File: src/rtl/pmem_arbiter_if.sv
// Bundles the IFU/LSU request/response channels and the PMEM port seen by pmem_arbiter.
// slave: the arbiter side; master: requesters plus the PMEM model driving the other ends.
interface pmem_arbiter_if;
  logic        ifu_req_valid;
  logic        ifu_req_ready;
  logic [31:0] ifu_addr;
  logic        ifu_resp_valid;
  logic        ifu_resp_ready;
  logic [31:0] ifu_rdata;

  logic        lsu_req_valid;
  logic        lsu_req_ready;
  logic [31:0] lsu_addr;
  logic        lsu_wen;
  logic [31:0] lsu_wdata;
  logic [7:0]  lsu_wmask;
  logic        lsu_resp_valid;
  logic        lsu_resp_ready;
  logic [31:0] lsu_rdata;

  logic        mem_valid;
  logic [31:0] mem_raddr;
  logic [31:0] mem_rdata;
  logic        mem_wen;
  logic [31:0] mem_waddr;
  logic [31:0] mem_wdata;
  logic [7:0]  mem_wmask;

  modport slave (
    input  ifu_req_valid, ifu_addr, ifu_resp_ready,
    input  lsu_req_valid, lsu_addr, lsu_wen, lsu_wdata, lsu_wmask, lsu_resp_ready,
    input  mem_rdata,
    output ifu_req_ready, ifu_resp_valid, ifu_rdata,
    output lsu_req_ready, lsu_resp_valid, lsu_rdata,
    output mem_valid, mem_raddr, mem_wen, mem_waddr, mem_wdata, mem_wmask
  );

  modport master (
    output ifu_req_valid, ifu_addr, ifu_resp_ready,
    output lsu_req_valid, lsu_addr, lsu_wen, lsu_wdata, lsu_wmask, lsu_resp_ready,
    output mem_rdata,
    input  ifu_req_ready, ifu_resp_valid, ifu_rdata,
    input  lsu_req_ready, lsu_resp_valid, lsu_rdata,
    input  mem_valid, mem_raddr, mem_wen, mem_waddr, mem_wdata, mem_wmask
  );
endinterface

File: src/rtl/pmem_arbiter.sv
// Shares one combinational PMEM port between IFU and LSU, one transaction in flight at a time.
// Define PMEM_ARB_RR_EN for round-robin grant; otherwise LSU has fixed priority.
module pmem_arbiter #(
  parameter int LATENCY = 1,
  parameter int CNT_W   = 4
) (
  input logic        clk,
  input logic        rst,
  pmem_arbiter_if.slave bus
);

  typedef enum logic [1:0] {IDLE, WAIT, ACCESS, RESP} state_t;

  localparam int              LAT_M1   = (LATENCY > 0) ? LATENCY - 1 : 0;
  localparam logic [CNT_W-1:0] CNT_INIT = LAT_M1[CNT_W-1:0];

  state_t           state;
  logic [CNT_W-1:0] cnt;
  logic             owner;
  logic [31:0]      addr_q;
  logic             wen_q;
  logic [31:0]      wdata_q;
  logic [7:0]       wmask_q;
  logic [31:0]      ifu_rdata_q;
  logic [31:0]      lsu_rdata_q;
  logic             mem_valid_q;
  logic             ifu_resp_q;
  logic             lsu_resp_q;

  logic             accept_ok;
  logic             grant_lsu;
  logic             grant_ifu;
  logic             fire;
  logic             resp_taken;

`ifdef PMEM_ARB_RR_EN
  // last_grant: 1 = LSU was granted last, so IFU wins the next tie
  logic last_grant;
  assign grant_lsu = bus.lsu_req_valid && (!bus.ifu_req_valid || !last_grant);
`else
  assign grant_lsu = bus.lsu_req_valid;
`endif
  assign grant_ifu = bus.ifu_req_valid && !grant_lsu;

  // Ready is gated by rst so nothing looks accepted while reset overrides the fire
  assign accept_ok         = (state == IDLE) && !rst;
  assign bus.lsu_req_ready = accept_ok && grant_lsu;
  assign bus.ifu_req_ready = accept_ok && grant_ifu;
  assign fire              = bus.lsu_req_ready || bus.ifu_req_ready;
  assign resp_taken        = owner ? bus.lsu_resp_ready : bus.ifu_resp_ready;

  always_ff @(posedge clk) begin
    if (rst) begin
      state       <= IDLE;
      cnt         <= '0;
      owner       <= 1'b0;
      addr_q      <= '0;
      wen_q       <= 1'b0;
      wdata_q     <= '0;
      wmask_q     <= '0;
      ifu_rdata_q <= '0;
      lsu_rdata_q <= '0;
      mem_valid_q <= 1'b0;
      ifu_resp_q  <= 1'b0;
      lsu_resp_q  <= 1'b0;
`ifdef PMEM_ARB_RR_EN
      last_grant  <= 1'b0;
`endif
    end else begin
      case (state)
        IDLE: begin
          if (fire) begin
            owner   <= grant_lsu;
            addr_q  <= grant_lsu ? bus.lsu_addr : bus.ifu_addr;
            wen_q   <= grant_lsu && bus.lsu_wen;
            wdata_q <= grant_lsu ? bus.lsu_wdata : 32'h0;
            wmask_q <= grant_lsu ? bus.lsu_wmask : 8'h0;
            cnt     <= CNT_INIT;
`ifdef PMEM_ARB_RR_EN
            last_grant <= grant_lsu;
`endif
            if (LATENCY == 0) begin
              state       <= ACCESS;
              mem_valid_q <= 1'b1;
            end else begin
              state <= WAIT;
            end
          end
        end
        WAIT: begin
          if (cnt == '0) begin
            state       <= ACCESS;
            mem_valid_q <= 1'b1;
          end else begin
            cnt <= cnt - 1'b1;
          end
        end
        ACCESS: begin
          // Sampled in the single PMEM cycle; for stores this is the pre-write word
          if (owner) lsu_rdata_q <= bus.mem_rdata;
          else       ifu_rdata_q <= bus.mem_rdata;
          mem_valid_q <= 1'b0;
          lsu_resp_q  <= owner;
          ifu_resp_q  <= !owner;
          state       <= RESP;
        end
        RESP: begin
          if (resp_taken) begin
            lsu_resp_q <= 1'b0;
            ifu_resp_q <= 1'b0;
            state      <= IDLE;
          end
        end
        default: state <= IDLE;
      endcase
    end
  end

  assign bus.ifu_resp_valid = ifu_resp_q;
  assign bus.ifu_rdata      = ifu_rdata_q;
  assign bus.lsu_resp_valid = lsu_resp_q;
  assign bus.lsu_rdata      = lsu_rdata_q;
  assign bus.mem_valid      = mem_valid_q;
  assign bus.mem_wen        = mem_valid_q && wen_q;
  assign bus.mem_raddr      = addr_q;
  assign bus.mem_waddr      = addr_q;
  assign bus.mem_wdata      = wdata_q;
  assign bus.mem_wmask      = wmask_q;

endmodule

File: src/flat_wrapper.sv
// flat-port wrapper written by rule: the top's interface ports become plain ports
module pmem_arbiter_flat 
#(
  parameter int LATENCY = 1,
  parameter int CNT_W   = 4
)
  (clk, rst, bus_ifu_req_valid, bus_ifu_addr, bus_ifu_resp_ready, bus_lsu_req_valid, bus_lsu_addr, bus_lsu_wen, bus_lsu_wdata, bus_lsu_wmask, bus_lsu_resp_ready, bus_mem_rdata, bus_ifu_req_ready, bus_ifu_resp_valid, bus_ifu_rdata, bus_lsu_req_ready, bus_lsu_resp_valid, bus_lsu_rdata, bus_mem_valid, bus_mem_raddr, bus_mem_wen, bus_mem_waddr, bus_mem_wdata, bus_mem_wmask);
  pmem_arbiter_if bus_i ();
  input logic clk;
  input logic rst;
  input wire logic [$bits(bus_i.ifu_req_valid)-1:0] bus_ifu_req_valid;
  input wire logic [$bits(bus_i.ifu_addr)-1:0] bus_ifu_addr;
  input wire logic [$bits(bus_i.ifu_resp_ready)-1:0] bus_ifu_resp_ready;
  input wire logic [$bits(bus_i.lsu_req_valid)-1:0] bus_lsu_req_valid;
  input wire logic [$bits(bus_i.lsu_addr)-1:0] bus_lsu_addr;
  input wire logic [$bits(bus_i.lsu_wen)-1:0] bus_lsu_wen;
  input wire logic [$bits(bus_i.lsu_wdata)-1:0] bus_lsu_wdata;
  input wire logic [$bits(bus_i.lsu_wmask)-1:0] bus_lsu_wmask;
  input wire logic [$bits(bus_i.lsu_resp_ready)-1:0] bus_lsu_resp_ready;
  input wire logic [$bits(bus_i.mem_rdata)-1:0] bus_mem_rdata;
  output wire logic [$bits(bus_i.ifu_req_ready)-1:0] bus_ifu_req_ready;
  output wire logic [$bits(bus_i.ifu_resp_valid)-1:0] bus_ifu_resp_valid;
  output wire logic [$bits(bus_i.ifu_rdata)-1:0] bus_ifu_rdata;
  output wire logic [$bits(bus_i.lsu_req_ready)-1:0] bus_lsu_req_ready;
  output wire logic [$bits(bus_i.lsu_resp_valid)-1:0] bus_lsu_resp_valid;
  output wire logic [$bits(bus_i.lsu_rdata)-1:0] bus_lsu_rdata;
  output wire logic [$bits(bus_i.mem_valid)-1:0] bus_mem_valid;
  output wire logic [$bits(bus_i.mem_raddr)-1:0] bus_mem_raddr;
  output wire logic [$bits(bus_i.mem_wen)-1:0] bus_mem_wen;
  output wire logic [$bits(bus_i.mem_waddr)-1:0] bus_mem_waddr;
  output wire logic [$bits(bus_i.mem_wdata)-1:0] bus_mem_wdata;
  output wire logic [$bits(bus_i.mem_wmask)-1:0] bus_mem_wmask;
  assign bus_i.ifu_req_valid = bus_ifu_req_valid;
  assign bus_i.ifu_addr = bus_ifu_addr;
  assign bus_i.ifu_resp_ready = bus_ifu_resp_ready;
  assign bus_i.lsu_req_valid = bus_lsu_req_valid;
  assign bus_i.lsu_addr = bus_lsu_addr;
  assign bus_i.lsu_wen = bus_lsu_wen;
  assign bus_i.lsu_wdata = bus_lsu_wdata;
  assign bus_i.lsu_wmask = bus_lsu_wmask;
  assign bus_i.lsu_resp_ready = bus_lsu_resp_ready;
  assign bus_i.mem_rdata = bus_mem_rdata;
  assign bus_ifu_req_ready = bus_i.ifu_req_ready;
  assign bus_ifu_resp_valid = bus_i.ifu_resp_valid;
  assign bus_ifu_rdata = bus_i.ifu_rdata;
  assign bus_lsu_req_ready = bus_i.lsu_req_ready;
  assign bus_lsu_resp_valid = bus_i.lsu_resp_valid;
  assign bus_lsu_rdata = bus_i.lsu_rdata;
  assign bus_mem_valid = bus_i.mem_valid;
  assign bus_mem_raddr = bus_i.mem_raddr;
  assign bus_mem_wen = bus_i.mem_wen;
  assign bus_mem_waddr = bus_i.mem_waddr;
  assign bus_mem_wdata = bus_i.mem_wdata;
  assign bus_mem_wmask = bus_i.mem_wmask;
  pmem_arbiter #(.LATENCY(LATENCY), .CNT_W(CNT_W)) u_core (.clk(clk), .rst(rst), .bus(bus_i));
endmodule
File: config.mk
export PLATFORM = sky130hd
export DESIGN_NAME = pmem_arbiter_flat
export DESIGN_NICKNAME = d
export VERILOG_FILES = /design/src/rtl/pmem_arbiter_if.sv /design/src/rtl/pmem_arbiter.sv /design/src/flat_wrapper.sv
export SDC_FILE = /design/constraint.sdc
export NUM_CORES = 1
export LEC_CHECK = 0
export CELL_PAD_IN_SITES_DETAIL_PLACEMENT = 1
export CELL_PAD_IN_SITES_GLOBAL_PLACEMENT = 2
export CORE_MARGIN = 2
export CORE_UTILIZATION = 31
export DETAILED_ROUTE_END_ITERATION = 10
export DONT_BUFFER_PORTS = 1
export HOLD_SLACK_MARGIN = 0.08
export PLACE_DENSITY = 0.76
export SLEW_MARGIN = 25
export SYNTH_ARGS = -nofsm -noshare
export SYNTH_HDL_FRONTEND = slang
export SYNTH_SLANG_ARGS = --single-unit
File: constraint.sdc
create_clock -name clk -period 1.9 [get_ports clk]
set_input_delay 0 -clock clk [delete_from_list [all_inputs] [get_ports clk]]
set_output_delay 0 -clock clk [all_outputs]
set_load 0.1 [all_outputs]
# Word-level counts from Yosys, hierarchy flattened
# Cells that the tools add are included.
# op_classes
n_bitwise	1
reduce_logical	22
n_addsub	1
shift	0
mux	16
n_lt_le_gt_ge	0
div_mod_pow	0
mul	0
n_eq_ne	7
# op_table
op	n
two-way mux 32 bit	2
AND reduction 2 bit	5
two-way mux 4 bit	2
two-way mux 8 bit	1
case mux 2 bit (4 select lines)	1
case mux 4 bit (2 select lines)	1
logical AND 1 bit	6
two-way mux 2 bit	3
!= test 2 x 1 -> 1 bit, second input constant	3
case mux 1 bit (2 select lines)	3
AND reduction 3 bit	2
nonzero test 2 bit	3
== test 2 bit, second input constant	2
zero test 4 bit	1
subtractor 4 x 1 -> 4 bit, second input constant	1
zero test 1 bit	3
two-way mux 1 bit	3
== test 2 x 1 -> 1 bit, second input constant	1
zero test 2 bit	1
!= test 2 bit, second input constant	1
logical OR 1 bit	1
NOT 1 bit	1
# totals
input_bits	143
regBits	147
latchBits	0
ram_bits	0
rom_bits	0
mem_count	0
output_inout_bits	174
wordCells	59

# Logic depth before layout (Yosys ltp)
# Gate-level depths: netlist (run 1).
# logic_depth
word_depth	6
depth_mapped	9
depth_no_buf	6

# Worst setup path before layout (run 1)
# No wires, ideal clock.
# synth_path
kind	register to register
startpoint	register u_core.state[0]
endpoint	register u_core.wdata_q[30], in the netlist u_core.bus.mem_wdata[30]
period_less_slack_ps	2359
t_required_ps	1831
arrival_time_ps	2290
slack_ps	-459
path_stages_with_launch	8
cell_sequence	dfxtp_1 > inv_1 > ha_1 > and3b_1 > buf_2 > clkbuf_1 > a22oi_1 > nor2_1
# synth_between
elab_chain_len	5
word_cells_on_any_way	6
cone_classes	6 x reduce/logical
# synth_lines
element	line	rtl
start, declared	pmem_arbiter.sv:17	state_t state;
start signal, assigned	pmem_arbiter.sv:54	state <= IDLE;
start signal, assigned	pmem_arbiter.sv:83	state <= ACCESS;
start signal, assigned	pmem_arbiter.sv:86	state <= WAIT;
zero test 2 bit	pmem_arbiter.sv:46	assign accept_ok = (state == IDLE) && !rst;
logical AND 1 bit	pmem_arbiter.sv:46	
logical AND 1 bit	pmem_arbiter.sv:47	assign bus.lsu_req_ready = accept_ok && grant_lsu;
net bus_lsu_req_ready	flat_wrapper.sv:24	output wire logic [$bits(bus_i.lsu_req_ready)-1:0] bus_lsu_req_ready;
logical OR 1 bit	pmem_arbiter.sv:49	assign fire = bus.lsu_req_ready || bus.ifu_req_ready;
AND reduction 2 bit (no source line)	--	
end signal, assigned	pmem_arbiter.sv:76	wdata_q <= grant_lsu ? bus.lsu_wdata : 32'h0;
end, declared	pmem_arbiter.sv:22	logic [31:0] wdata_q;
# The timed path passes the listed nets, and every way through them passes these cells.
# A chain may end at the register's enable or synchronous reset.

# Worst setup path after layout (run 1)
# layout_path
startpoint	register u_core.cnt[1]
endpoint	register u_core.state[1]
# layout_between
elab_chain_len	3
# layout_lines
element	line	rtl
start, declared	pmem_arbiter.sv:18	logic [CNT_W-1:0] cnt;
start signal, assigned	pmem_arbiter.sv:95	cnt <= cnt - 1'b1;
zero test 4 bit	pmem_arbiter.sv:91	if (cnt == '0) begin
!= test 2 x 1 -> 1 bit (no source line)	--	
AND reduction 3 bit (no source line)	--	
end signal, assigned	pmem_arbiter.sv:86	
end signal, assigned	pmem_arbiter.sv:92	state <= ACCESS;
end signal, assigned	pmem_arbiter.sv:105	state <= RESP;
# Every way passes these cells.

==> impl_metrics.json, run 1 <==
{
  "run_status": "finished with violations",
  "violations": "hold timing",
  "period_needed_ns": 1.797,
  "clk_latency_ns": 0.42,
  "tightest_slew_ns": 0.5665,
  "clock_skew_ns": 0.007141,
  "drt_wl_total_um": 18480,
  "dr.pass1.iters": 4,
  "grt_pass1_vias": 5280,
  "hold_path.class": "in -> reg",
  "async_reset_ff_share_pct": 0,
  "drv_cap": 0,
  "critPathLaunchType": "flop",
  "fmax_mhz": 556.4,
  "placementRows": 50,
  "rsz0062_at_grt": "no",
  "placed_cells": 992,
  "antenna_found_initial": 0,
  "start_util_pct": 31.71,
  "gp_congestion": 0.7457,
  "tns_ns": 0,
  "numCtsBuffers": 17,
  "syn_avg_cell_area_um2": 9.008,
  "crit_fanout": 3,
  "cts_sinks": 147,
  "fillers": 2166,
  "synth_seq_cells": 147,
  "grt_pass1_wl_um": 26690,
  "cp.buffers_inverters": 2,
  "power_w": 0.01429,
  "rr_startpoint": "u_core.cnt[1]$_SDFFE_PP0P_",
  "core_area_um2": 18830,
  "drive_gt1_share_pct": 33.50,
  "synth-edff-count": 0,
  "yosysWarningCount": 0,
  "timing.rr.end": "u_core.state[1]$_SDFFE_PP0P_",
  "drt-initial-drc-count": 144,
  "pin_count": 317,
  "p_leak_nw": 3.210,
  "die_area_um2": 20390,
  "synthCells": 663,
  "hold_viol": 146,
  "ys_seq_area_share_pct": 49.28,
  "die_h_um": 142.8,
  "yosysTopAreaCellShare_pct": 49.28,
  "post_drt_wl_per_cell_um": 17.53,
  "clockRootBuffer": "clkbuf_16",
  "synth_top_area_cell": "dfxtp_1",
  "critPathMaxStageDelay_ns": 0.39,
  "ir_drop_mv": 0.6310,
  "instances_no_fill": 1054,
  "rrSetupSlack_ns": 0.10,
  "path_cells": "inv_1 -> ha_2 -> or3b_4 -> a222oi_1 -> buf_4 -> mux2i_1 -> nor2_1",
  "crit_family": "simple AND/OR/NAND/NOR gates",
  "hpwl_um": 12520,
  "drc": 0,
  "vias": 5122,
  "synthTopCellsByCount": "dfxtp_1 (147), nand2_1 (131), nor2_1 (82)",
  "track_usage_pct": 16.65,
  "finalSetupViolCount": 0,
  "die_w_um": 142.8,
  "grt_max_degree": 153,
  "worstHoldStart": "rst",
  "yosys.cell_count.top_type": "dfxtp_1",
  "cts_tree": "yes",
  "power_density_nw_per_um2": 1775,
  "nets": 930,
  "whs_ns": -0.3503,
  "cts_htree_levels": 4,
  "clockBufferDepth": 2,
  "finalCritPeriodShare_pct": 94.59,
  "required_ns": 2.21,
  "maxSlewHeadroom_pct": 62.55,
  "syn_area_um2": 5972,
  "synth_area_leaders": "dfxtp_1 (49%), nand2_1 (8.2%), a211oi_2 (6.9%)",
  "n_antenna_cell": 0,
  "ys.flop_type": "dfxtp_1",
  "syn_nets": 812,
  "antenna_left": 0,
  "overflow": 0,
  "yosysUniqueCellTypes": 34,
  "io_buffers": 0,
  "slew_viol_final": 0,
  "clkTransAtPathRegs_ns": 0.06,
  "final_util_pct": 42.76,
  "r2r_cells": 7,
  "via_per_inst": 4.860,
  "worst_ep_arrival_time_ns": 2.10,
  "cp-end-kind": "flop",
  "slowest_stage": "or3b_4",
  "area_delta_synth_final_pct": 34.84,
  "path_class": "reg -> reg",
  "holdPathStages": 1,
  "min_to": "u_core.bus.mem_raddr[22]$_SDFFE_PP0P_"
}
[cell families after synthesis]
kind of cell               Yosys count  synth area share (%)
AOI/OAI and AO/OA                  152                 19.15
adders and majority gates            6                 1.257
buffers and inverters               92                 8.778
DFF                                147                 49.28
muxes                               36                 6.055
and+or+nand+nor                    230                 15.48
[placed cells by master, fill, tap and decap left out, types with 8 or more instances in the layout]
cell type,count
dlygate4sd3_1,27
clkbuf_16,18
nand2_1,131
a211oi_2,33
a21oi_1,67
buf_12,8
buf_4,146
mux2i_1,35
nor2_1,79
a22oi_1,42
dfxtp_2,32
dfxtp_1,115
[through the flow]
step,area (µm²),setup slack [ns]
detailed placement,7079,0.06602
finish,8053,0.1029
global placement,7079,0.1633
floorplan,5979,0.02454
global route,8053,0.001697
CTS,7706,0.01052
[routing by layer]
metal / track usage, % / part of all wire [%] / vias to the layer above
li1: - / - / 2445
met3: 4.863 / 6.4 / 32
met4: 7.243 / 2.3 / 0
met2: 30.01 / 53 / 219
met1: 18.10 / 39 / 2426
met5: 0 / 0 / -
[worst max-delay path by stage]
| stage | end | slack (ns) | start | cells past startpoint |
|---|---|---|---|---|
| detailed placement | u_core.bus.mem_raddr[4]$_SDFFE_PP0P_ | 0.07 | u_core.state[0]$_SDFFE_PP0P_ | 7 |
| CTS | bus_lsu_req_ready | 0.01 | u_core.state[0]$_SDFFE_PP0P_ | 5 |
| finish | u_core.state[1]$_SDFFE_PP0P_ | 0.10 | u_core.cnt[1]$_SDFFE_PP0P_ | 7 |
| floorplan | u_core.bus.mem_raddr[10]$_SDFFE_PP0P_ | 0.02 | u_core.state[0]$_SDFFE_PP0P_ | 8 |
| global route | u_core.cnt[0]$_SDFFE_PP0P_ | 0.002 | u_core.state[1]$_SDFFE_PP0P_ | 6 |
| global placement | u_core.bus.mem_raddr[7]$_SDFFE_PP0P_ | 0.16 | u_core.state[0]$_SDFFE_PP0P_ | 7 |
[where the power goes]
| group | internal, W | switching, W |
|---|---|---|
| logic | 0.00148 | 0.00560 |
| registers | 0.00358 | 0.000247 |
| clock network | 0.00203 | 0.00136 |
[timing repair]
item | CTS | global route
endpoints found under the setup margin | 1 | 36
hold buffers | 1 | 26
endpoints found under the hold margin | 147 | 146
pin swaps | 0 | 1
cloned | 0 | 2
setup buffers | 0 | 1
resized for setup | 4 | 10
[flip-flops by register name, summed over array words and instances (netlist names)]
name and count:
u_core.bus.ifu_rdata 32, u_core.wen_q 1, u_core.cnt 4, u_core.bus.ifu_resp_valid 1, u_core.state 2, u_core.bus.mem_raddr 32
u_core.bus.lsu_rdata 32, u_core.bus.mem_wmask 8, u_core.owner 1, u_core.bus.mem_wdata 32, u_core.bus.lsu_resp_valid 1, u_core.bus.mem_valid 1
[cell type report]
cell class	instances	area [µm²]	area share (%)
inverter	8	30.03	0.3729
clock inverter	12	145.1	1.802
clock buffer	20	456.7	5.671
sequential	147	2983	37.04
multi-input combinational	424	2550	31.67
tap	260	325.3	4.040
timing repair buffer	183	1563	19.41
(Power assumes the default switching activity.)
==> run 2, diff against run 1 <==
==> constraint.sdc (replaced) <==
create_clock -name clk -period 1.55 [get_ports clk]
set_input_delay 0 -clock clk [delete_from_list [all_inputs] [get_ports clk]]
set_output_delay 0 -clock clk [all_outputs]
set_load 0.05 [all_outputs]
==> run 2 against run 1 <==
  * The flow finishes with violations (hold timing, setup timing)
  * Critical path depth is 3 higher
  * Wire length is 14% higher
  * Power is 19% higher
  * Sequential cell count stayed put
  * Sequential power is 24% higher
  * Design area is 12% higher
  * Maximum frequency is 0.81% lower
  * Via count is 4.4% higher
  * First-iteration DRC count is 45% higher
  * Die area stayed put
  * Combinational power is 12% higher
  * Largest power group unchanged
==> impl_metrics.json, run 2 (synthesis results as in run 1) <==
{
  "critPathLaunchType": "flop",
  "run_status": "finished with violations",
  "drv_cap": 0,
  "grt_pass1_wl_um": 30760,
  "p_leak_nw": 3.564,
  "period_needed_ns": 1.812,
  "die_h_um": 142.8,
  "hold_path.class": "in -> reg",
  "clkPwrFrac_pct": 25.8,
  "critPathCapture": "u_core.bus.mem_wdata[12]$_SDFFE_PP0P_",
  "n_antenna_cell": 0,
  "cp-end-kind": "flop",
  "instances_no_fill": 1076,
  "final_util_pct": 47.83,
  "grt_use_met3_pct": 6.539,
  "clockRootBuffer": "clkbuf_16",
  "drc": 0,
  "vias": 5349,
  "clkTransAtPathRegs_ns": 0.07,
  "antenna_left": 0,
  "grtUsageMet1_pct": 20.22,
  "clock_skew_ns": 0.01143,
  "clk_latency_ns": 0.42,
  "dr.pass1.iters": 4,
  "grt_pass1_vias": 5936,
  "drt-initial-drc-count": 209,
  "holdBufCountCts": 1,
  "clockBufferDepth": 2,
  "seq_power_share_pct": 27.9,
  "via_per_inst": 4.971,
  "power_density_nw_per_um2": 1894,
  "antenna_found_initial": 0,
  "fmax_mhz": 551.9,
  "cts_sinks": 147,
  "swShare_pct": 40.99,
  "grt_max_degree": 153,
  "hold_viol": 146,
  "io_buffers": 0,
  "tightest_slew_ns": 0.3674,
  "maxSlewHeadroom_pct": 74.80,
  "internal_power_w": 0.01007,
  "crit_fanout": 5,
  "start_util_pct": 31.71,
  "worst_slack_ns": -0.2619,
  "area_delta_synth_final_pct": 50.81,
  "timing.rr.end": "u_core.bus.mem_wdata[12]$_SDFFE_PP0P_",
  "cts_tree": "yes",
  "finalCritPeriodShare_pct": 116.9,
  "slew_viol_final": 0,
  "numCtsBuffers": 17,
  "drt_wl_total_um": 21060,
  "netSwitchingPower_w": 0.006993,
  "core_area_um2": 18830,
  "rr_startpoint": "u_core.state[1]$_SDFFE_PP0P_",
  "final_cell_mix": "buf_4 (164), dfxtp_1 (143), nand2_1 (129)",
  "placed_cells": 1009,
  "violations": "hold timing, setup timing",
  "nets": 954,
  "path_class": "reg -> reg",
  "die_w_um": 142.8,
  "finalSetupViolCount": 80,
  "track_usage_pct": 19.30,
  "whs_ns": -0.3385,
  "placementRows": 50,
  "rsz0062_at_grt": "yes",
  "required_ns": 1.89,
  "layout_commonest_cell": "buf_4",
  "rrSetupSlack_ns": -0.26,
  "worst_ep_arrival_time_ns": 2.15,
  "critPathLaunch": "u_core.state[1]$_SDFFE_PP0P_",
  "overflow": 0,
  "gp_congestion": 0.7602,
  "power.share.combinational_pct": 46.3,
  "hpwl_um": 12860,
  "ir_drop_mv": 1.012,
  "drive_gt1_share_pct": 46.08,
  "die_area_um2": 20390,
  "pin_count": 317,
  "r2r_cells": 10,
  "use_met2_pct": 35.20,
  "post_drt_wl_per_cell_um": 19.57,
  "cts_htree_levels": 4,
  "gr-max-usage-layer": "met2"
}
run 2: changes by cell type in the layout (fill, tap and decap cells not counted), sizes merged:
cell / change
buf: +43
bufbuf: +1
bufinv: +2
clkbuf: +4
clkinv: +3
clkinvlp: -3
dlygate4sd3: -26
inv: -3
or2: +1
run 2: power groups by stage:
stage	logic [W]	registers, W	clock network (W)
5_1_grt	0.00830	0.00482	0.00472
6_report	0.00790	0.00476	0.00440
3_3_place_gp	0.00612	0.00475	0
2_1_floorplan	0.00328	0.00654	0
4_1_cts	0.00752	0.00475	0.00452
3_5_place_dp	0.00632	0.00479	0
run 2: what timing repair did:
action / in CTS / in global routing
pin swaps: 12 / 48
hold endpoints to repair: 147 / 146
resized for setup: 67 / 70
cloned: 10 / 7
buffers inserted: 22 / 10
endpoints found under the setup margin: 75 / 112
run 2: final cells by class:
cell class,instances,area [µm²]
fillers,2014,9824
multi-input cells,425,3085
flip-flops and latches,147,2950
repair buffers,206,1986
clock buffers,19,442.9
well taps,260,325.3
clock inverters,11,178.9
inverters,8,37.54
run 2: layer usage:
| layer | up-vias | wire [µm] |
|---|---|---|
| met1 | 2571 | 7832 |
| met3 | 42 | 1593 |
| met4 | 0 | 594 |
| met2 | 239 | 11040 |
| li1 | 2497 | - |
| met5 | - | 0 |
run 2: worst max-delay path, cell delays in order (launching register included):
cell and delay (ns):
dfxtp_2 0.38, inv_4 0.06, ha_4 0.16, and3b_2 0.24
buf_6 0.14, nor2_4 0.15, buf_6 0.16, buf_12 0.12
clkbuf_16 0.14, a22oi_2 0.05, nor2_1 0.13
run 2: how the worst min path moves through the flow:
stage / to / cells past startpoint / from
final: u_core.cnt[2]$_SDFFE_PP0P_ / 1 / rst
after global routing: u_core.bus.mem_raddr[29]$_SDFFE_PP0P_ / 1 / rst
after global placement: u_core.bus.mem_wdata[3]$_SDFFE_PP0P_ / 1 / rst
after detailed placement: u_core.bus.mem_wdata[3]$_SDFFE_PP0P_ / 1 / rst
after floorplan: u_core.bus.lsu_rdata[0]$_SDFFE_PP0P_ / 2 / bus_mem_rdata[0]
after CTS: u_core.bus.mem_wmask[7]$_SDFFE_PP0P_ / 1 / rst
run 2: stage by stage:
step,instance area [µm²],setup slack (ns),setup TNS [ns],power (W)
6_report,9006,-0.2619,-8.011,0.01706
5_1_grt,9006,-0.3451,-12.68,0.01784
4_1_cts,8718,-0.1622,-7.720,0.01679
3_5_place_dp,7366,-0.2437,-1.607,0.01111
3_3_place_gp,7366,-0.1336,-0.1832,0.01087
2_1_floorplan,6213,-0.1012,-2.823,0.009821
==> run 3, diff against run 2 <==
- REMOVE_ABC_BUFFERS: default -> 1
==> run 3 against run 2 <==
  * The flow still finishes with violations (hold timing, setup timing)
  * Non-clock buffer count stayed put
  * Via count shrank 0.19%
  * Clock power fell by 11%
  * Design area decreased by 1.5%
  * Maximum frequency is 3.9% higher
  * Global-route usage is 0.24 points lower
  * Sequential power decreased by 2%
  * Largest cell class unchanged
==> impl_metrics.json, run 3 (synthesis results as in run 1) <==
{
  "required_ns": 1.86,
  "clk_latency_ns": 0.42,
  "io_buffers": 0,
  "cts_sinks": 147,
  "placementRows": 50,
  "die_h_um": 142.8,
  "tightest_slew_ns": 0.3522,
  "nets": 953,
  "holdPathStages": 1,
  "finalCritPeriodShare_pct": 112.5,
  "via_per_inst": 4.962,
  "layout_commonest_cell": "buf_4",
  "rr_startpoint": "u_core.cnt[0]$_SDFFE_PP0P_",
  "critPathMaxStageDelay_ns": 0.38,
  "power_density_nw_per_um2": 1865,
  "hpwl_um": 12320,
  "whs_ns": -0.3404,
  "seq_power_share_pct": 28.3,
  "die_w_um": 142.8,
  "internal_power_w": 0.009597,
  "cts_tree": "yes",
  "pin_count": 317,
  "antenna_left": 0,
  "track_usage_pct": 19.06,
  "holdBufCountCts": 1,
  "ir_drop_mv": 0.8645,
  "rsz0062_at_grt": "yes",
  "clkPwrFrac_pct": 23.6,
  "maxSlewHeadroom_pct": 76.47,
  "post_drt_wl_per_cell_um": 19.52,
  "antenna_found_initial": 0,
  "vias": 5339,
  "worstHoldStart": "rst",
  "fmax_mhz": 573.4,
  "drt-initial-drc-count": 170,
  "gp_congestion": 0.7994,
  "hold_viol": 146,
  "area_delta_synth_final_pct": 48.59,
  "worst_slack_ns": -0.1939,
  "crit_fanout": 2,
  "gr-max-usage-layer": "met2",
  "start_util_pct": 31.71,
  "netSwitchingPower_w": 0.006952,
  "clockRootBuffer": "clkbuf_16",
  "drive_gt1_share_pct": 44.85,
  "rrSetupSlack_ns": -0.19,
  "worst_ep_arrival_time_ns": 2.05,
  "drv_cap": 0,
  "clockBufferDepth": 2,
  "grtUsageMet1_pct": 19.53,
  "path_class": "reg -> reg",
  "cp-end-kind": "flop",
  "numCtsBuffers": 17,
  "hold_path.class": "in -> reg",
  "core_area_um2": 18830,
  "timing.rr.end": "u_core.state[1]$_SDFFE_PP0P_",
  "clock_skew_ns": 0.005687,
  "grt_use_met3_pct": 5.902,
  "slew_viol_final": 0,
  "finalSetupViolCount": 80,
  "clkTransAtPathRegs_ns": 0.06,
  "drt_wl_total_um": 21010,
  "use_met2_pct": 35.48,
  "violations": "hold timing, setup timing",
  "cts_htree_levels": 4,
  "grt_pass1_vias": 5740,
  "run_status": "finished with violations",
  "post-place-ws_ns": -0.2343,
  "n_antenna_cell": 0,
  "grt_pass1_wl_um": 30100,
  "critPathLaunchType": "flop",
  "power.share.combinational_pct": 48.2,
  "drc": 0,
  "min_to": "u_core.bus.ifu_rdata[26]$_SDFFE_PP0P_",
  "swShare_pct": 42.01,
  "p_leak_nw": 3.507,
  "grt_max_degree": 153,
  "final_cell_mix": "buf_4 (169), dfxtp_1 (143), nand2_1 (129)",
  "r2r_cells": 7,
  "overflow": 0,
  "path_cells": "inv_2 -> ha_4 -> or3b_4 -> a222oi_1 -> buf_4 -> mux2i_1 -> nor2_1",
  "period_needed_ns": 1.744,
  "slowest_stage": "or3b_4",
  "dr.pass1.iters": 4,
  "die_area_um2": 20390
}
## run 3: cell count changes in the layout (fill, tap and decap cells not counted), moves of 3 or more
cell	delta
buf_16	+3
buf_4	+5
buf_6	-5
buf_8	-4
bufinv_16	-3
nor2_1	+5
nor2_2	+7
nor2_4	-12
## run 3: critical path, delay by kind of cell, from the launching register on
| kind | cells | cell delay [ns] |
|---|---|---|
| flops | 1 | 0.32 |
| simple gates | 2 | 0.43 |
| fa+ha+maj | 1 | 0.13 |
| mux | 1 | 0.19 |
| compound gates | 1 | 0.30 |
| buf+inv | 2 | 0.26 |
## run 3: stage by stage
stage          total power, W  utilization (%)  TNS (ns)  cells  cell area [µm²]
6_report              0.01655            47.12    -9.772   1076             8874
5_1_grt               0.01728            47.12    -14.01   1076             8874
4_1_cts               0.01574            43.85    -9.023   1060             8258
3_5_place_dp          0.01074            37.97    -12.49   1006             7151
3_3_place_gp          0.01053            37.97    -6.342   1006             7151
2_1_floorplan        0.008887                -   -158.10    579             5478
## run 3: what timing repair did
action | CTS | global route
setup buffers | 11 | 15
setup endpoints to repair | 83 | 120
hold endpoints to repair | 147 | 146
resized for setup | 52 | 103
gates cloned | 11 | 8
pin swaps | 10 | 63
## run 3: how the worst max path moves through the flow
stage | to | cells past startpoint | start | slack, ns
after global placement | u_core.bus.mem_raddr[22]$_SDFFE_PP0P_ | 7 | u_core.state[0]$_SDFFE_PP0P_ | -0.11
after detailed placement | u_core.state[1]$_SDFFE_PP0P_ | 6 | u_core.cnt[1]$_SDFFE_PP0P_ | -0.23
after floorplan | u_core.bus.mem_raddr[0]$_SDFFE_PP0P_ | 6 | u_core.state[0]$_SDFFE_PP0P_ | -2.31
final | u_core.state[1]$_SDFFE_PP0P_ | 7 | u_core.cnt[0]$_SDFFE_PP0P_ | -0.19
after CTS | u_core.state[1]$_SDFFE_PP0P_ | 7 | u_core.cnt[0]$_SDFFE_PP0P_ | -0.16
after global routing | u_core.state[0]$_SDFFE_PP0P_ | 7 | u_core.cnt[1]$_SDFFE_PP0P_ | -0.28
## run 3: metal layers
layer	wire length, µm	vias up
met4	595	0
met3	1162	38
met2	11270	193
met5	0	-
li1	-	2495
met1	7981	2613
## run 3: cell type report
cell class / count / area, µm²
fill: 2072 / 9957
sequential: 147 / 2948
tap: 260 / 325.3
inverter: 8 / 32.53
multi-input combinational: 424 / 2990
timing repair buffer: 206 / 2027
clock buffer: 20 / 446.7
clock inverter: 11 / 103.9
## run 3: power groups by stage
stage	clock (W)	sequential, W	combinational, W
after floorplan	0	0.00714	0.00175
after global placement	0	0.00465	0.00589
after detailed placement	0	0.00468	0.00606
after CTS	0.00400	0.00463	0.00711
after global routing	0.00415	0.00474	0.00839
final	0.00390	0.00468	0.00797
